File: config.mk
export PLATFORM = sky130hd
export DESIGN_NAME = lbp_engine_p_flat
export DESIGN_NICKNAME = d
export VERILOG_FILES = /design/src/rtl/lbp_engine_p_if.sv /design/src/rtl/lbp_engine_p.sv /design/src/flat_wrapper.sv
export SDC_FILE = /design/constraint.sdc
export NUM_CORES = 1
export LEC_CHECK = 0
export BUFFER_PORTS_ARGS = -buffer_cell sky130_fd_sc_hd__buf_4
export CAP_MARGIN = 5
export CORE_UTILIZATION = 54
export CTS_CLUSTER_SIZE = 14
export DETAILED_ROUTE_END_ITERATION = 8
export GPL_TIMING_DRIVEN = 0
export HOLD_SLACK_MARGIN = 0.06
export PLACE_DENSITY = 0.75
export SYNTH_ARGS = -nofsm -noshare
export SYNTH_HDL_FRONTEND = slang
export SYNTH_SLANG_ARGS = --single-unit
File: constraint.sdc
create_clock -name clk -period 3.9 [get_ports clk]
set_input_delay 0.39 -clock clk [delete_from_list [all_inputs] [get_ports clk]]
set_output_delay 0.39 -clock clk [all_outputs]
set_load 0.1 [all_outputs]
File: src/rtl/lbp_engine_p_if.sv
// Pixel read port and LBP result port of lbp_engine_p.
// The engine connects as master; the host memory and result sink connect as slave.
interface lbp_engine_p_if #(
    parameter int ADDR_W = 14,
    parameter int PIX_W  = 8
);
    logic              gray_ready;
    logic [ADDR_W-1:0] gray_addr;
    logic              gray_req;
    logic [PIX_W-1:0]  gray_data;
    logic              lbp_valid;
    logic              lbp_ready;
    logic [ADDR_W-1:0] lbp_addr;
    logic [7:0]        lbp_data;

    modport master (
        input  gray_ready, gray_data, lbp_ready,
        output gray_addr, gray_req, lbp_valid, lbp_addr, lbp_data
    );

    modport slave (
        output gray_ready, gray_data, lbp_ready,
        input  gray_addr, gray_req, lbp_valid, lbp_addr, lbp_data
    );
endinterface

File: src/rtl/lbp_engine_p.sv
// Streaming 3x3 Local Binary Pattern engine over an IMG_W x IMG_H grey image.
// Optional LBP_BORDER_ZERO_EN: also writes a zero code for every border pixel, full frame in raster order.
module lbp_engine_p #(
    parameter int IMG_W  = 128,
    parameter int IMG_H  = 128,
    parameter int PIX_W  = 8,
    parameter int ADDR_W = 14
) (
    input  logic           clk,
    input  logic           reset,
    lbp_engine_p_if.master bus,
    output logic           finish
);
    localparam int XW = $clog2(IMG_W);
    localparam int YW = $clog2(IMG_H);

    typedef enum logic [2:0] {IDLE, FILL, COL, EMIT, ZERO, DONE} state_t;
    typedef logic [2:0][2:0][PIX_W-1:0] win_t;

    state_t            state, state_n;
    logic [XW-1:0]     x, x_n;
    logic [YW-1:0]     y, y_n;
    logic [1:0]        rr, rr_n;
    logic [1:0]        rc, rc_n;
    win_t              win, win_n;
    logic [ADDR_W-1:0] gray_addr_n;
    logic [ADDR_W-1:0] lbp_addr_n;
    logic [7:0]        lbp_data_n;
    logic              gray_req_n;
    logic              lbp_valid_n;
    logic              rd_done;

`ifdef LBP_BORDER_ZERO_EN
    logic [ADDR_W-1:0] zrow;
    logic [XW-1:0]     zcol;
    assign zrow = bus.lbp_addr >> XW;
    assign zcol = bus.lbp_addr[XW-1:0];
`endif

    // Address of window row r, column c for the window whose left column is xx, centre row yy.
    function automatic logic [ADDR_W-1:0] fetch_addr(input logic [YW-1:0] yy, input logic [XW-1:0] xx,
                                                     input logic [1:0] r, input logic [1:0] c);
        logic [ADDR_W-1:0] row;
        row = ADDR_W'(yy) + ADDR_W'(r) - ADDR_W'(1);
        return (row << XW) + ADDR_W'(xx) + ADDR_W'(c);
    endfunction

    function automatic logic [ADDR_W-1:0] centre_addr(input logic [YW-1:0] yy, input logic [XW-1:0] xx);
        return (ADDR_W'(yy) << XW) + ADDR_W'(xx) + ADDR_W'(1);
    endfunction

    // Bit k is set when neighbour k (TL,T,TR,L,R,BL,B,BR) is not below the centre.
    function automatic logic [7:0] lbp_code(input win_t w);
        logic [PIX_W-1:0] c;
        c = w[1][1];
        return {w[2][2] >= c, w[2][1] >= c, w[2][0] >= c, w[1][2] >= c,
                w[1][0] >= c, w[0][2] >= c, w[0][1] >= c, w[0][0] >= c};
    endfunction

    always_comb begin
        state_n     = state;
        x_n         = x;
        y_n         = y;
        rr_n        = rr;
        rc_n        = rc;
        win_n       = win;
        gray_addr_n = bus.gray_addr;
        lbp_addr_n  = bus.lbp_addr;
        lbp_data_n  = bus.lbp_data;
        rd_done     = bus.gray_req && bus.gray_ready;

        case (state)
            IDLE: begin
                if (bus.gray_ready) begin
`ifdef LBP_BORDER_ZERO_EN
                    state_n    = ZERO;
                    lbp_addr_n = '0;
                    lbp_data_n = '0;
`else
                    state_n = FILL;
                    y_n     = YW'(1);
                    x_n     = '0;
                    rr_n    = 2'd0;
                    rc_n    = 2'd0;
`endif
                end
            end
            // FILL walks rc 0..2, COL starts at rc=2; both finish after the bottom of column 2.
            FILL, COL: begin
                if (rd_done) begin
                    win_n[rr][rc] = bus.gray_data;
                    if (rr == 2'd2) begin
                        rr_n = 2'd0;
                        rc_n = rc + 2'd1;
                        if (rc == 2'd2) state_n = EMIT;
                    end else begin
                        rr_n = rr + 2'd1;
                    end
                end
            end
            EMIT: begin
                if (bus.lbp_ready) begin
                    if (int'(x) + 1 < IMG_W - 2) begin
                        x_n     = x + XW'(1);
                        rr_n    = 2'd0;
                        rc_n    = 2'd2;
                        state_n = COL;
                        for (int r = 0; r < 3; r++) begin
                            win_n[r][0] = win[r][1];
                            win_n[r][1] = win[r][2];
                        end
                    end else begin
`ifdef LBP_BORDER_ZERO_EN
                        state_n    = ZERO;
                        lbp_addr_n = (ADDR_W'(y) << XW) + ADDR_W'(IMG_W - 1);
                        lbp_data_n = '0;
`else
                        if (int'(y) < IMG_H - 2) begin
                            y_n     = y + YW'(1);
                            x_n     = '0;
                            rr_n    = 2'd0;
                            rc_n    = 2'd0;
                            state_n = FILL;
                        end else begin
                            state_n = DONE;
                        end
`endif
                    end
                end
            end
`ifdef LBP_BORDER_ZERO_EN
            // Zero codes advance by one address; column 0 of an interior row hands over to FILL.
            ZERO: begin
                if (bus.lbp_ready) begin
                    if (int'(zrow) > 0 && int'(zrow) < IMG_H - 1 && zcol == '0) begin
                        y_n     = YW'(zrow);
                        x_n     = '0;
                        rr_n    = 2'd0;
                        rc_n    = 2'd0;
                        state_n = FILL;
                    end else if (int'(zrow) == IMG_H - 1 && zcol == XW'(IMG_W - 1)) begin
                        state_n = DONE;
                    end else begin
                        lbp_addr_n = bus.lbp_addr + ADDR_W'(1);
                    end
                end
            end
`endif
            default: ;
        endcase

        gray_req_n  = (state_n == FILL) || (state_n == COL);
        lbp_valid_n = (state_n == EMIT) || (state_n == ZERO);
        if (gray_req_n) gray_addr_n = fetch_addr(y_n, x_n, rr_n, rc_n);
        if (state_n == EMIT && state != EMIT) begin
            lbp_addr_n = centre_addr(y, x);
            lbp_data_n = lbp_code(win_n);
        end
    end

    always_ff @(posedge clk or negedge reset) begin
        if (!reset) begin
            state         <= IDLE;
            x             <= '0;
            y             <= '0;
            rr            <= '0;
            rc            <= '0;
            win           <= '0;
            bus.gray_addr <= '0;
            bus.gray_req  <= 1'b0;
            bus.lbp_valid <= 1'b0;
            bus.lbp_addr  <= '0;
            bus.lbp_data  <= '0;
            finish        <= 1'b0;
        end else begin
            state         <= state_n;
            x             <= x_n;
            y             <= y_n;
            rr            <= rr_n;
            rc            <= rc_n;
            win           <= win_n;
            bus.gray_addr <= gray_addr_n;
            bus.gray_req  <= gray_req_n;
            bus.lbp_valid <= lbp_valid_n;
            bus.lbp_addr  <= lbp_addr_n;
            bus.lbp_data  <= lbp_data_n;
            finish        <= (state_n == DONE);
        end
    end
endmodule

File: src/flat_wrapper.sv
// flat-port wrapper written by rule: the top's interface ports become plain ports
module lbp_engine_p_flat 
#(
    parameter int IMG_W  = 128,
    parameter int IMG_H  = 128,
    parameter int PIX_W  = 8,
    parameter int ADDR_W = 14
)
  (clk, reset, finish, bus_gray_ready, bus_gray_data, bus_lbp_ready, bus_gray_addr, bus_gray_req, bus_lbp_valid, bus_lbp_addr, bus_lbp_data);
  lbp_engine_p_if #(.ADDR_W(ADDR_W), .PIX_W(PIX_W)) bus_i ();
  input  logic clk;
  input  logic reset;
  output logic finish;
  input wire logic [$bits(bus_i.gray_ready)-1:0] bus_gray_ready;
  input wire logic [$bits(bus_i.gray_data)-1:0] bus_gray_data;
  input wire logic [$bits(bus_i.lbp_ready)-1:0] bus_lbp_ready;
  output wire logic [$bits(bus_i.gray_addr)-1:0] bus_gray_addr;
  output wire logic [$bits(bus_i.gray_req)-1:0] bus_gray_req;
  output wire logic [$bits(bus_i.lbp_valid)-1:0] bus_lbp_valid;
  output wire logic [$bits(bus_i.lbp_addr)-1:0] bus_lbp_addr;
  output wire logic [$bits(bus_i.lbp_data)-1:0] bus_lbp_data;
  assign bus_i.gray_ready = bus_gray_ready;
  assign bus_i.gray_data = bus_gray_data;
  assign bus_i.lbp_ready = bus_lbp_ready;
  assign bus_gray_addr = bus_i.gray_addr;
  assign bus_gray_req = bus_i.gray_req;
  assign bus_lbp_valid = bus_i.lbp_valid;
  assign bus_lbp_addr = bus_i.lbp_addr;
  assign bus_lbp_data = bus_i.lbp_data;
  lbp_engine_p #(.IMG_W(IMG_W), .IMG_H(IMG_H), .PIX_W(PIX_W), .ADDR_W(ADDR_W)) u_core (.clk(clk), .reset(reset), .bus(bus_i), .finish(finish));
endmodule
==> impl_metrics.yaml <==
sta:
  post-route-period-util: 1.03
  timing.final.hold_violations: 0
  rsz0062_at_grt: "yes"
  worst_pin_slew_ns: 1.07
  slew_viol_final: 0
  max_freq_ghz: 0.248
  relSlewSlack: 0.284
  final.setup_skew_ns: 0.0109
  setup_ws_ns: -0.127
  setup-tns-final_ns: -0.351
  fin_crit_ns: 4.03
  setup_viol: 6
clock_network:
  cts_buffers: 17
  htreeDepth: 4
  clk_latency_ns: 0.44
  clkSinkCount: 132
  clkTransAtPathRegs_ns: 0.06
  tritoncts: "built"
  cts_root_buf: "clkbuf_16"
  cts_buffer_depth: 2
worst_setup_path:
  rrSetupSlack_ns: -0.13
  regToRegStartpoint: "u_core.x[1]"
  worstPathRequired_ns: 4.26
  endpoint_kind: "flip-flop"
  path_class: "flip-flop to flip-flop"
  worst_ep_arrival_time_ns: 4.38
  critPathMaxFanout: 5
  startpoint_type: "flip-flop"
  worst_r2r_path_depth: 19
  r2r_end: "u_core.bus.gray_addr[12]"
global_routing:
  grt_pass1_wl_um: 33900
  grt_max_degree: 83
  antenna_found_initial: 0
  grt_overflow: 0
  grt_pass1_vias: 6640
  track_usage: 0.293
final_layout:
  nets: 1048
  areaGrowthSynthToFinish_pct: 26.3
  post-route-util: 0.696
  multi_input_area_sq_um: 4720
  regArea_sq_um: 3310
  drive_above_1_share: 0.246
  fillers: 1063
  antenna_cells: 0
  postLayoutCellArea_sq_um: 10100
logic_synthesis:
  syn_avg_cell_area_sq_um: 9.59
  synth_area_sq_um: 7980
  yosysWarnings: 0
  syn_inst: 832
  synth_fp_nets: 924
  seq_area_frac_synth: 0.414
  yosys-top-cells-area: "dfrtp_1 41%, ha_1 12%, nand2_1 6.6%"
  ys_async_sr_fraction: 1.00
  yosysTopAreaCellShare: 0.414
  synth-edff-count: 0
  ys.flop_type: "dfrtp_1"
  ys_ff_latch: 132
  ys_types: 67
  yosys.area.top_type: "dfrtp_1"
pwr:
  total_power_uw: 9170
  p_per_area_nw_per_um2: 910
  leakagePower_uw: 0.00515
  ir_drop_v: 0.000604
die:
  dieArea_sq_um: 15300
  fp.dieH_um: 124
  start_util: 0.551
  fp.dieW_um: 124
  row_count: 44
  ioPinCount: 51
  fp.coreArea_sq_um: 14500
placed_design:
  gp_congestion: 0.860
  dp_hpwl_um: 14000
  portBuffers: 43
  placed_area_sq_um: 8630
worst_hold_path:
  whs_endpoint: "u_core.win[71]"
  hp-start: "bus_gray_data[7]"
  min_path_cells: 3
  hold_class: "input port to flip-flop"
flow_run:
  drv_cap: 0
status:
  violations: "negative setup slack"
  status: "finished, violations left"
drt:
  drcViolationCount: 0
  drt-pass1-iter-count: 7
  drt_iter0_drc: 836
  antenna_left: 0
  routed_via_density: 6.19
  vias: 7122
  wirelength_um: 23000
  avgRoutedWirePerCell_um: 20.0
-- state kept, by name, summed over array words and instances, names as in the netlist, 2 cells and up, named ones only --
signal / count
u_core.y: 7
u_core.bus.gray_addr: 14
u_core.x: 7
u_core.state: 3
u_core.bus.lbp_data: 8
u_core.bus.lbp_addr: 14
u_core.rc: 2
u_core.win: 72
-- worst max path at each step --
stage                                to  cells past startpoint        start
6_report       u_core.bus.gray_addr[12]                     19  u_core.x[1]
3_5_place_dp     u_core.bus.lbp_data[6]                     18  u_core.x[0]
2_1_floorplan    u_core.bus.lbp_data[5]                     15  u_core.x[0]
5_1_grt        u_core.bus.gray_addr[12]                     19  u_core.x[1]
4_1_cts        u_core.bus.gray_addr[13]                     18  u_core.x[0]
3_3_place_gp     u_core.bus.lbp_data[0]                     15  u_core.x[0]
-- final cells by class --
class / instances / share of cell area
multi-input cells: 602 / 0.468
flip-flops and latches: 132 / 0.328
repair buffers: 109 / 0.0855
clock buffers: 25 / 0.0482
well taps: 184 / 0.0228
inverters: 53 / 0.0205
plain buffers: 40 / 0.0181
clock inverters: 5 / 0.00745
repair inverters: 1 / 0.000745
-- Yosys cell counts, drive strengths merged (2+ instances only) --
master and number:
a211o 6, a211oi 3, a21o 45, a21oi 23
a221o 2, a221oi 5, a222oi 19, a22o 3
a22oi 2, a31o 2, a31oi 9, a32oi 22
a41oi 5, and2 10, and3 5, and4 5
buf 11, clkbuf 34, dfrtp 132, fa 2
ha 78, inv 53, maj3 2, mux2 17
mux2i 8, nand2 141, nand2b 11, nand3 17
nand4 5, nand4b 3, nor2 37, nor3 13
nor3b 2, nor4 4, nor4b 2, o2111ai 2
o211ai 3, o21a 3, o21ai 40, o21bai 2
o31ai 3, or4 3, xnor2 15, xor2 9
-- through the flow --
stage | hold WS (ns) | worst slack (ns) | cells
floorplan | 0.0944 | 0.00381 | 832
global placement | 0.449 | -1.03 | 1059
detailed placement | 0.366 | -0.717 | 1064
CTS | 0.272 | -0.199 | 1131
global route | 0.298 | -0.299 | 1151
finish | 0.296 | -0.127 | 1151
-- placed cells by master (no fill, tap or decap), drive strengths merged, types with 3 or more instances in the layout --
cell type  count
nand2        141
dfrtp        132
buf          118
ha            78
clkbuf        55
inv           53
a21o          45
o21ai         40
nor2          37
a21oi         23
a32oi         22
a222oi        19
mux2          17
nand3         17
xnor2         15
nor3          13
nand2b        11
and2          10
a31oi          9
xor2           9
mux2i          8
a211o          6
and3           5
nand4          5
and4           5
a41oi          5
a221oi         5
nor4           4
nand4b         3
a22o           3
o211ai         3
a211oi         3
clkinv         3
o21a           3
or4            3
o31ai          3
-- cells by family (layout without fill, tap and decap cells) --
family,after synthesis,in the layout,synth area share
DFF,132,132,0.414
muxes,25,25,0.0340
buffers and inverters,98,233,0.0472
xor gates and xnor gates,24,24,0.0264
and+or+nand+nor,264,264,0.155
adders and majority gates,82,82,0.130
AOI/OAI and AO/OA,207,207,0.193
-- power by group --
part           leakage [uW]  internal [uW]  switching [uW]  total (uW)
Combinational       0.00313           2250            3240        5490
Clock              0.000277            980             579        1560
Sequential          0.00174           1820             296        2120
-- layer usage --
layer  wire [um]  vias to the layer above  track usage
li1            -                     3268            -
met4         611                        0        0.105
met5           0                        -            0
met1        9870                     3423        0.418
met2       10500                      359        0.439
met3        1960                       72       0.0604
-- what timing repair did --
item | CTS | global route
pin swaps | 23 | 68
buffers inserted | 38 | 20
gates resized for setup | 52 | 50
hold buffers | 1 | 0
endpoints found under the hold margin | 50 | 0
cloned | 1 | 0
endpoints found under the setup margin | 19 | 13
-- critical path, stage by stage (launching register included) --
cell and delay [ns]:
dfrtp_2 0.45, ha_4 0.31, nor4b_4 0.25, buf_4 0.17, o211ai_1 0.10, a21o_1 0.22
nand3_2 0.07, a22o_1 0.17, inv_2 0.06, ha_4 0.26, inv_2 0.04, ha_4 0.15
inv_2 0.05, fa_2 0.45, nand2b_4 0.16, or4_4 0.51, buf_6 0.14, nor3_4 0.11
nand3_1 0.09, a31oi_1 0.17
No activity file was read; power rests on OpenSTA's default activity.
